`src/rtl/muxn_pipe_if.sv`:
```
// Request/response bundle for muxn_pipe: flattened input bus, select,
// valid/ready on both sides, and the bad-select error reporting signals.
interface muxn_pipe_if #(
  parameter int unsigned WIDTH    = 32,
  parameter int unsigned NUM_IN   = 4,
  parameter int unsigned SEL_W    = 2,
  parameter int unsigned ERRCNT_W = 8
);
  logic [NUM_IN*WIDTH-1:0] in_data;
  logic [SEL_W-1:0]        in_sel;
  logic                    in_valid;
  logic                    in_ready;
  logic [WIDTH-1:0]        out_data;
  logic [SEL_W-1:0]        out_sel;
  logic                    out_valid;
  logic                    out_ready;
  logic                    err_pulse;
  logic                    err_flag;
  logic [ERRCNT_W-1:0]     err_count;
  logic                    err_clr;

  modport master (
    output in_data, in_sel, in_valid, out_ready, err_clr,
    input  in_ready, out_data, out_sel, out_valid, err_pulse, err_flag, err_count
  );

  modport slave (
    input  in_data, in_sel, in_valid, out_ready, err_clr,
    output in_ready, out_data, out_sel, out_valid, err_pulse, err_flag, err_count
  );
endinterface

```
`src/rtl/muxn_pipe.sv`:
```
// N:1 datapath mux with registered output, 2-entry skid buffer for
// backpressure without combinational ready, and bad-select error tracking.
module muxn_pipe #(
  parameter int unsigned WIDTH    = 32,
  parameter int unsigned NUM_IN   = 4,
  parameter int unsigned SEL_W    = 2,
  parameter int unsigned ERRCNT_W = 8
) (
  input  logic           clk,
  input  logic           rst,
  muxn_pipe_if.slave     bus
);

  logic [WIDTH-1:0]    out_data_q,  out_data_d;
  logic [SEL_W-1:0]    out_sel_q,   out_sel_d;
  logic                out_valid_q, out_valid_d;
  logic [WIDTH-1:0]    skid_data_q, skid_data_d;
  logic [SEL_W-1:0]    skid_sel_q,  skid_sel_d;
  logic                skid_valid_q, skid_valid_d;
  logic                in_ready_q,  in_ready_d;
  logic                err_pulse_q, err_pulse_d;
  logic                err_flag_q,  err_flag_d;
  logic [ERRCNT_W-1:0] err_count_q, err_count_d;

  logic [WIDTH-1:0]    sel_data;
  logic                sel_bad;
  logic                accept;
  logic                load_out;

  // Decode the select; unmatched (out-of-range) selects yield zero data.
  always_comb begin
    sel_data = '0;
    sel_bad  = 1'b1;
    for (int unsigned k = 0; k < NUM_IN; k++) begin
      if (bus.in_sel == SEL_W'(k)) begin
        sel_data = bus.in_data[k*WIDTH +: WIDTH];
        sel_bad  = 1'b0;
      end
    end
  end

  always_comb begin
    out_data_d   = out_data_q;
    out_sel_d    = out_sel_q;
    out_valid_d  = out_valid_q;
    skid_data_d  = skid_data_q;
    skid_sel_d   = skid_sel_q;
    skid_valid_d = skid_valid_q;
    err_flag_d   = err_flag_q;
    err_count_d  = err_count_q;

    accept   = bus.in_valid && in_ready_q;
    load_out = !out_valid_q || bus.out_ready;

    // Skid entry always takes priority so ordering stays FIFO.
    if (load_out) begin
      if (skid_valid_q) begin
        out_data_d   = skid_data_q;
        out_sel_d    = skid_sel_q;
        out_valid_d  = 1'b1;
        skid_valid_d = 1'b0;
      end else if (accept) begin
        out_data_d  = sel_data;
        out_sel_d   = bus.in_sel;
        out_valid_d = 1'b1;
      end else begin
        out_valid_d = 1'b0;
      end
    end else if (accept) begin
      skid_data_d  = sel_data;
      skid_sel_d   = bus.in_sel;
      skid_valid_d = 1'b1;
    end

    in_ready_d = !skid_valid_d;

    // A coincident error beats err_clr: flag set, count restarts at one.
    err_pulse_d = accept && sel_bad;
    if (err_pulse_d) begin
      err_flag_d = 1'b1;
      if (bus.err_clr) begin
        err_count_d = ERRCNT_W'(1);
      end else if (err_count_q != {ERRCNT_W{1'b1}}) begin
        err_count_d = err_count_q + ERRCNT_W'(1);
      end
    end else if (bus.err_clr) begin
      err_flag_d  = 1'b0;
      err_count_d = '0;
    end
  end

  always_ff @(posedge clk or posedge rst) begin
    if (rst) begin
      out_data_q   <= '0;
      out_sel_q    <= '0;
      out_valid_q  <= 1'b0;
      skid_data_q  <= '0;
      skid_sel_q   <= '0;
      skid_valid_q <= 1'b0;
      in_ready_q   <= 1'b1;
      err_pulse_q  <= 1'b0;
      err_flag_q   <= 1'b0;
      err_count_q  <= '0;
    end else begin
      out_data_q   <= out_data_d;
      out_sel_q    <= out_sel_d;
      out_valid_q  <= out_valid_d;
      skid_data_q  <= skid_data_d;
      skid_sel_q   <= skid_sel_d;
      skid_valid_q <= skid_valid_d;
      in_ready_q   <= in_ready_d;
      err_pulse_q  <= err_pulse_d;
      err_flag_q   <= err_flag_d;
      err_count_q  <= err_count_d;
    end
  end

  assign bus.out_data  = out_data_q;
  assign bus.out_sel   = out_sel_q;
  assign bus.out_valid = out_valid_q;
  assign bus.in_ready  = in_ready_q;
  assign bus.err_pulse = err_pulse_q;
  assign bus.err_flag  = err_flag_q;
  assign bus.err_count = err_count_q;

endmodule
```
`src/flat_wrapper.sv`:
```
// flat-port wrapper written by rule: the top's interface ports become plain ports
module muxn_pipe_flat 
#(
  parameter int unsigned WIDTH    = 32,
  parameter int unsigned NUM_IN   = 4,
  parameter int unsigned SEL_W    = 2,
  parameter int unsigned ERRCNT_W = 8
)
  (clk, rst, bus_in_data, bus_in_sel, bus_in_valid, bus_out_ready, bus_err_clr, bus_in_ready, bus_out_data, bus_out_sel, bus_out_valid, bus_err_pulse, bus_err_flag, bus_err_count);
  muxn_pipe_if #(.WIDTH(WIDTH), .NUM_IN(NUM_IN), .SEL_W(SEL_W), .ERRCNT_W(ERRCNT_W)) bus_i ();
  input  logic clk;
  input  logic rst;
  input wire logic [$bits(bus_i.in_data)-1:0] bus_in_data;
  input wire logic [$bits(bus_i.in_sel)-1:0] bus_in_sel;
  input wire logic [$bits(bus_i.in_valid)-1:0] bus_in_valid;
  input wire logic [$bits(bus_i.out_ready)-1:0] bus_out_ready;
  input wire logic [$bits(bus_i.err_clr)-1:0] bus_err_clr;
  output wire logic [$bits(bus_i.in_ready)-1:0] bus_in_ready;
  output wire logic [$bits(bus_i.out_data)-1:0] bus_out_data;
  output wire logic [$bits(bus_i.out_sel)-1:0] bus_out_sel;
  output wire logic [$bits(bus_i.out_valid)-1:0] bus_out_valid;
  output wire logic [$bits(bus_i.err_pulse)-1:0] bus_err_pulse;
  output wire logic [$bits(bus_i.err_flag)-1:0] bus_err_flag;
  output wire logic [$bits(bus_i.err_count)-1:0] bus_err_count;
  assign bus_i.in_data = bus_in_data;
  assign bus_i.in_sel = bus_in_sel;
  assign bus_i.in_valid = bus_in_valid;
  assign bus_i.out_ready = bus_out_ready;
  assign bus_i.err_clr = bus_err_clr;
  assign bus_in_ready = bus_i.in_ready;
  assign bus_out_data = bus_i.out_data;
  assign bus_out_sel = bus_i.out_sel;
  assign bus_out_valid = bus_i.out_valid;
  assign bus_err_pulse = bus_i.err_pulse;
  assign bus_err_flag = bus_i.err_flag;
  assign bus_err_count = bus_i.err_count;
  muxn_pipe #(.WIDTH(WIDTH), .NUM_IN(NUM_IN), .SEL_W(SEL_W), .ERRCNT_W(ERRCNT_W)) u_core (.clk(clk), .rst(rst), .bus(bus_i));
endmodule
```
`config.mk`:
```
export PLATFORM = sky130hd
export DESIGN_NAME = muxn_pipe_flat
export DESIGN_NICKNAME = d
export VERILOG_FILES = /design/src/rtl/muxn_pipe_if.sv /design/src/rtl/muxn_pipe.sv /design/src/flat_wrapper.sv
export SDC_FILE = /design/constraint.sdc
export NUM_CORES = 1
export LEC_CHECK = 0
export CAP_MARGIN = 20
export CELL_PAD_IN_SITES_DETAIL_PLACEMENT = 1
export CELL_PAD_IN_SITES_GLOBAL_PLACEMENT = 2
export CORE_UTILIZATION = 27
export DETAILED_ROUTE_END_ITERATION = 10
export GPL_ROUTABILITY_DRIVEN = 0
export GPL_TIMING_DRIVEN = 1
export PLACE_DENSITY = 0.89
export RECOVER_POWER = 50
export SYNTH_ARGS = -nofsm -noshare
export SYNTH_HDL_FRONTEND = slang
export SYNTH_SLANG_ARGS = --single-unit
```
`constraint.sdc`:
```
create_clock -name clk -period 3.3 [get_ports clk]
set_input_delay 0.33 -clock clk [delete_from_list [all_inputs] [get_ports clk]]
set_output_delay 0.33 -clock clk [all_outputs]
set_load 0.03 [all_outputs]
```
# == Word level (Yosys, flattened, before mapping) ==
# Index checks and enable logic that the tools add are counted.
# totals
regBits,81
latch_bits,0
ram_bits,0
mem_bits_ro,0
input_bits,135
output_inout_bits,46
elab_cells,50
memories,0
# op_classes
add_sub_neg,1
mul,0
div_mod_pow,0
order_cmp,0
n_eq_ne,4
n_shift,0
mux,22
n_bitwise,1
reduce_logical,12
# ops
operator,n
$mux 32,6
$mux 8,4
$mux 1,10
$add 8x1->8 const B,1
$ne 8x8->1 const B,1
$reduce_and 2->1,3
$reduce_bool 2->1,3
$eq 2x2->1 const B,2
$mux 2,2
$eq 2x1->1 const B,1
$logic_and 1x1->1,2
$logic_not 1->1,2
$logic_not 2->1,1
$logic_or 1x1->1,1
$not 1->1,1

# == Logic depth before layout (Yosys ltp) ==
# depth
depth_word,8
depth_mapped,5
depth_no_buf,3

# == Worst setup path after synthesis ==
# No wires, ideal clock.
# synth_timing
path_kind,in2reg
start,in bus_in_sel[1]
end,reg u_core.out_data_q[0] (netlist: u_core.bus.out_data[0])
setup_time_ns,0.126
arrival_time_ns,1.522
required_time_ns,3.174
path_slack_ns,1.652
path_stages,4
n_path_buf,2
path_cell_list,clkbuf_1 -> clkbuf_1 -> mux4_2 -> a221o_1
# synth_between
elab_chain_cells,7
# synth_lines
item,line,rtl
"start, declared",flat_wrapper.sv:14,input wire logic [$bits(bus_i.in_sel)-1:0] bus_in_sel;
$logic_not 2->1,muxn_pipe.sv:35,if (bus.in_sel == SEL_W'(k)) begin
$mux 32 (3 in a row),muxn_pipe.sv:35,
$mux 32 (*),muxn_pipe.sv:35,
$mux 32 (*),muxn_pipe.sv:62,end else if (accept) begin
$mux 32 (*),muxn_pipe.sv:57,if (skid_valid_q) begin
"end signal, assigned",muxn_pipe.sv:105,out_data_q <= out_data_d;
"end, declared",muxn_pipe.sv:14,"logic [WIDTH-1:0] out_data_q, out_data_d;"
# Mark *: on every way between the ends. The rest lies on a longest branch, timed or not. The select of a mux whose other input is x is not followed.
# A chain may end at the register's enable or synchronous reset.

==> results.toml <==
[drt]
ant_nets = 0
drc = 0
route.vias.total = 3079
first_iter_violations = 116
drt_pass1_iterations = 4
drt-vias-per-instance = 4.96
wire_per_inst_um = 18.2
routed_wl_um = 11300

[die]
die_w_um = 123
rows = 43
initial_core_util_pct = 28.1
die_y_um = 123
core_area_sq_um = 14100
dieArea_sq_um = 15100
pin_count = 181

[clock_tree]
insertion_delay_ns = 0.33
post_cts_resized = 0
cts_buffer_depth = 2
htreeDepth = 3
ctsHoldBuffers = 0
cts.sinks = 81
cts_root_buffer = "clkbuf_16"
post_cts_buffers = 0
cts_tree = "done"
cts-buffers-inserted = 9
clkTransAtPathRegs_ns = 0.06

[placed_design]
dpl-instance-area_sq_um = 5930
hpwl_um = 8190
io_buffers = 180

[timing]
min_period_ns = 2.25
rsz0062_at_grt = "no"
tns_ns = 0
period_share_pct = 68.2
worst_slew_margin_rel_pct = -33.3
fin_skew_ns = 0.00791
hold_violations = 0
setup_viol = 0
drv_slew = 82
worstMarginPinSlew_ns = 2.00
fmax_mhz = 445

[synth]
syn_inst = 262
ys_seq_elements = 81
syn_area_sq_um = 3960
synthTopCellsByArea = "dfrtp_1 51%, mux4_2 16%, mux2_2 9.7%"
ys_seq_area_share_pct = 51.3
synth_top_cell_by_area = "dfrtp_1"
synth.top_cell.area_share_pct = 50.6
syn_nets = 397
postSynthAreaPerCell_sq_um = 15.1
ys_types = 22
yosysWarnings = 0

[run]
drv_cap = 1

[critical_path]
r2r-start = "u_core.skid_valid_q"
worstPathArrival_ns = 2.28
rrSetupSlack_ns = 1.32
path_class = "in -> async"
critPathMaxFanout = 81
end_kind = "async pin"
critPathLaunchType = "input port"
worstReg2RegEnd = "u_core.bus.out_data[17]"
r2r_cells = 5
timing.critical_path.required_ns = 3.33

[power]
powerDensity_nw_per_um2 = 607
p_leak_nw = 2.61
ir_drop_v = 0.000246

[layout]
final_common_cell = "clkdlybuf4s50_1"
fin_area_sq_um = 6220
n_antenna_cell = 0
layout_common_cells = "169 x clkdlybuf4s50_1, 80 x dfrtp_1, 34 x mux2_2, 32 x and3_1, 32 x a221o_1"
final_core_util_pct = 44.2
layout-drive-gt1-share_pct = 20.4
syn_to_final_growth_pct = 57.4
finalNetCount = 572

[global_routing]
grt_pass1_wl_um = 18000
grtUsageTotal_pct = 15.6
grt_remaining_overflow = 0
grt_antenna_before_repair = 0
grt_start_max_net_pins = 82
grt_pass1_vias = 3487

[worst_hold_path]
hold_depth = 1
min_path_type = "reg -> reg"
worstHoldEndpoint = "u_core.bus.err_flag"
hp-start = "u_core.bus.err_flag"

[run_status]
violations = "capacitance limit, slew limit"
outcome = "finished with violations"
==> state kept, by name, summed over array words and instances, names as in the netlist <==
name,flops
u_core.bus.err_flag,1
u_core.bus.in_ready,1
u_core.bus.err_pulse,1
u_core.bus.out_valid,1
u_core.skid_valid_q,1
u_core.bus.out_sel,2
u_core.skid_data_q,32
u_core.bus.out_data,32
u_core.bus.err_count,8
u_core.skid_sel_q,2
==> per-stage QoR <==
step	hold WS (ns)	cells	power [mW]	setup WS (ns)
after floorplan	0.396	262	2.16	0.892
after global placement	0.479	606	2.72	1.03
after detailed placement	0.485	606	2.78	0.960
after CTS	0.442	621	3.84	1.27
after global routing	0.507	621	3.97	0.585
final	0.494	621	3.78	1.05
==> power by group <==
group          leakage [nW]  internal [mW]  switching, mW  total [mW]
combinational          1.48          0.680          0.621        1.30
clock                 0.149          0.659          0.389        1.05
sequential            0.988           1.28          0.149        1.43
total                  2.61           2.62           1.16        3.78
==> critical path, cell delays in order <==
cell	delay, ns
clkdlybuf4s50_1	0.41
clkinvlp_2	0.07
clkbuf_2	1.41
==> logic make-up (layout without fill, tap and decap cells) <==
| family | count (synthesis) | in the layout | synth area share [%] |
|---|---|---|---|
| AO/OA/AOI/OAI | 38 | 38 | 8.92 |
| buffers and inverters | 26 | 205 | 3.42 |
| flip-flops | 81 | 81 | 51.3 |
| multiplexers | 68 | 68 | 28.8 |
| other | 1 | 1 | 0.0948 |
| AND/OR/NAND/NOR | 48 | 48 | 7.50 |
==> metal layers <==
layer | global-route usage [%] | up-vias | part of all wire (%)
met4 | 4.29 | 0 | 0.90
met3 | 2.86 | 7 | 5.6
li1 | - | 1391 | -
met2 | 29.3 | 96 | 54
met1 | 18.1 | 1585 | 39
met5 | 0 | - | 0
==> cell type report <==
cell class / count / area [sq um]
clock buffers: 10 / 229
clock inverters: 5 / 81.3
fillers: 1471 / 7870
inverters: 2 / 8.76
multi-input cells: 155 / 1800
flip-flops and latches: 81 / 2030
well taps: 180 / 225
repair buffers: 188 / 1850
==> Yosys cell counts <==
cell,count
nand2_1,3
a21oi_1,1
dfrtp_1,80
and2b_1,1
nand3_1,1
clkbuf_1,14
mux2_2,34
mux4_2,28
buf_6,4
and3_1,32
o21ai_0,4
dfstp_2,1
buf_2,6
nor3_2,1
inv_1,2
mux4_1,4
nor2b_1,9
nand2b_1,1
a21o_1,1
conb_1,1
a221o_1,32
mux2i_1,2
==> worst max-delay path by stage <==
stage                       start  cells after the start                       to
global route                  rst                      3  u_core.bus.out_data[16]
detailed placement  bus_out_ready                      5    u_core.skid_data_q[5]
CTS                 bus_out_ready                      5   u_core.skid_data_q[11]
finish                        rst                      3  u_core.bus.out_data[16]
floorplan                     rst                      1  u_core.bus.err_count[0]
global placement    bus_out_ready                      5    u_core.skid_data_q[2]
No activity file was read; power rests on OpenSTA's default activity.
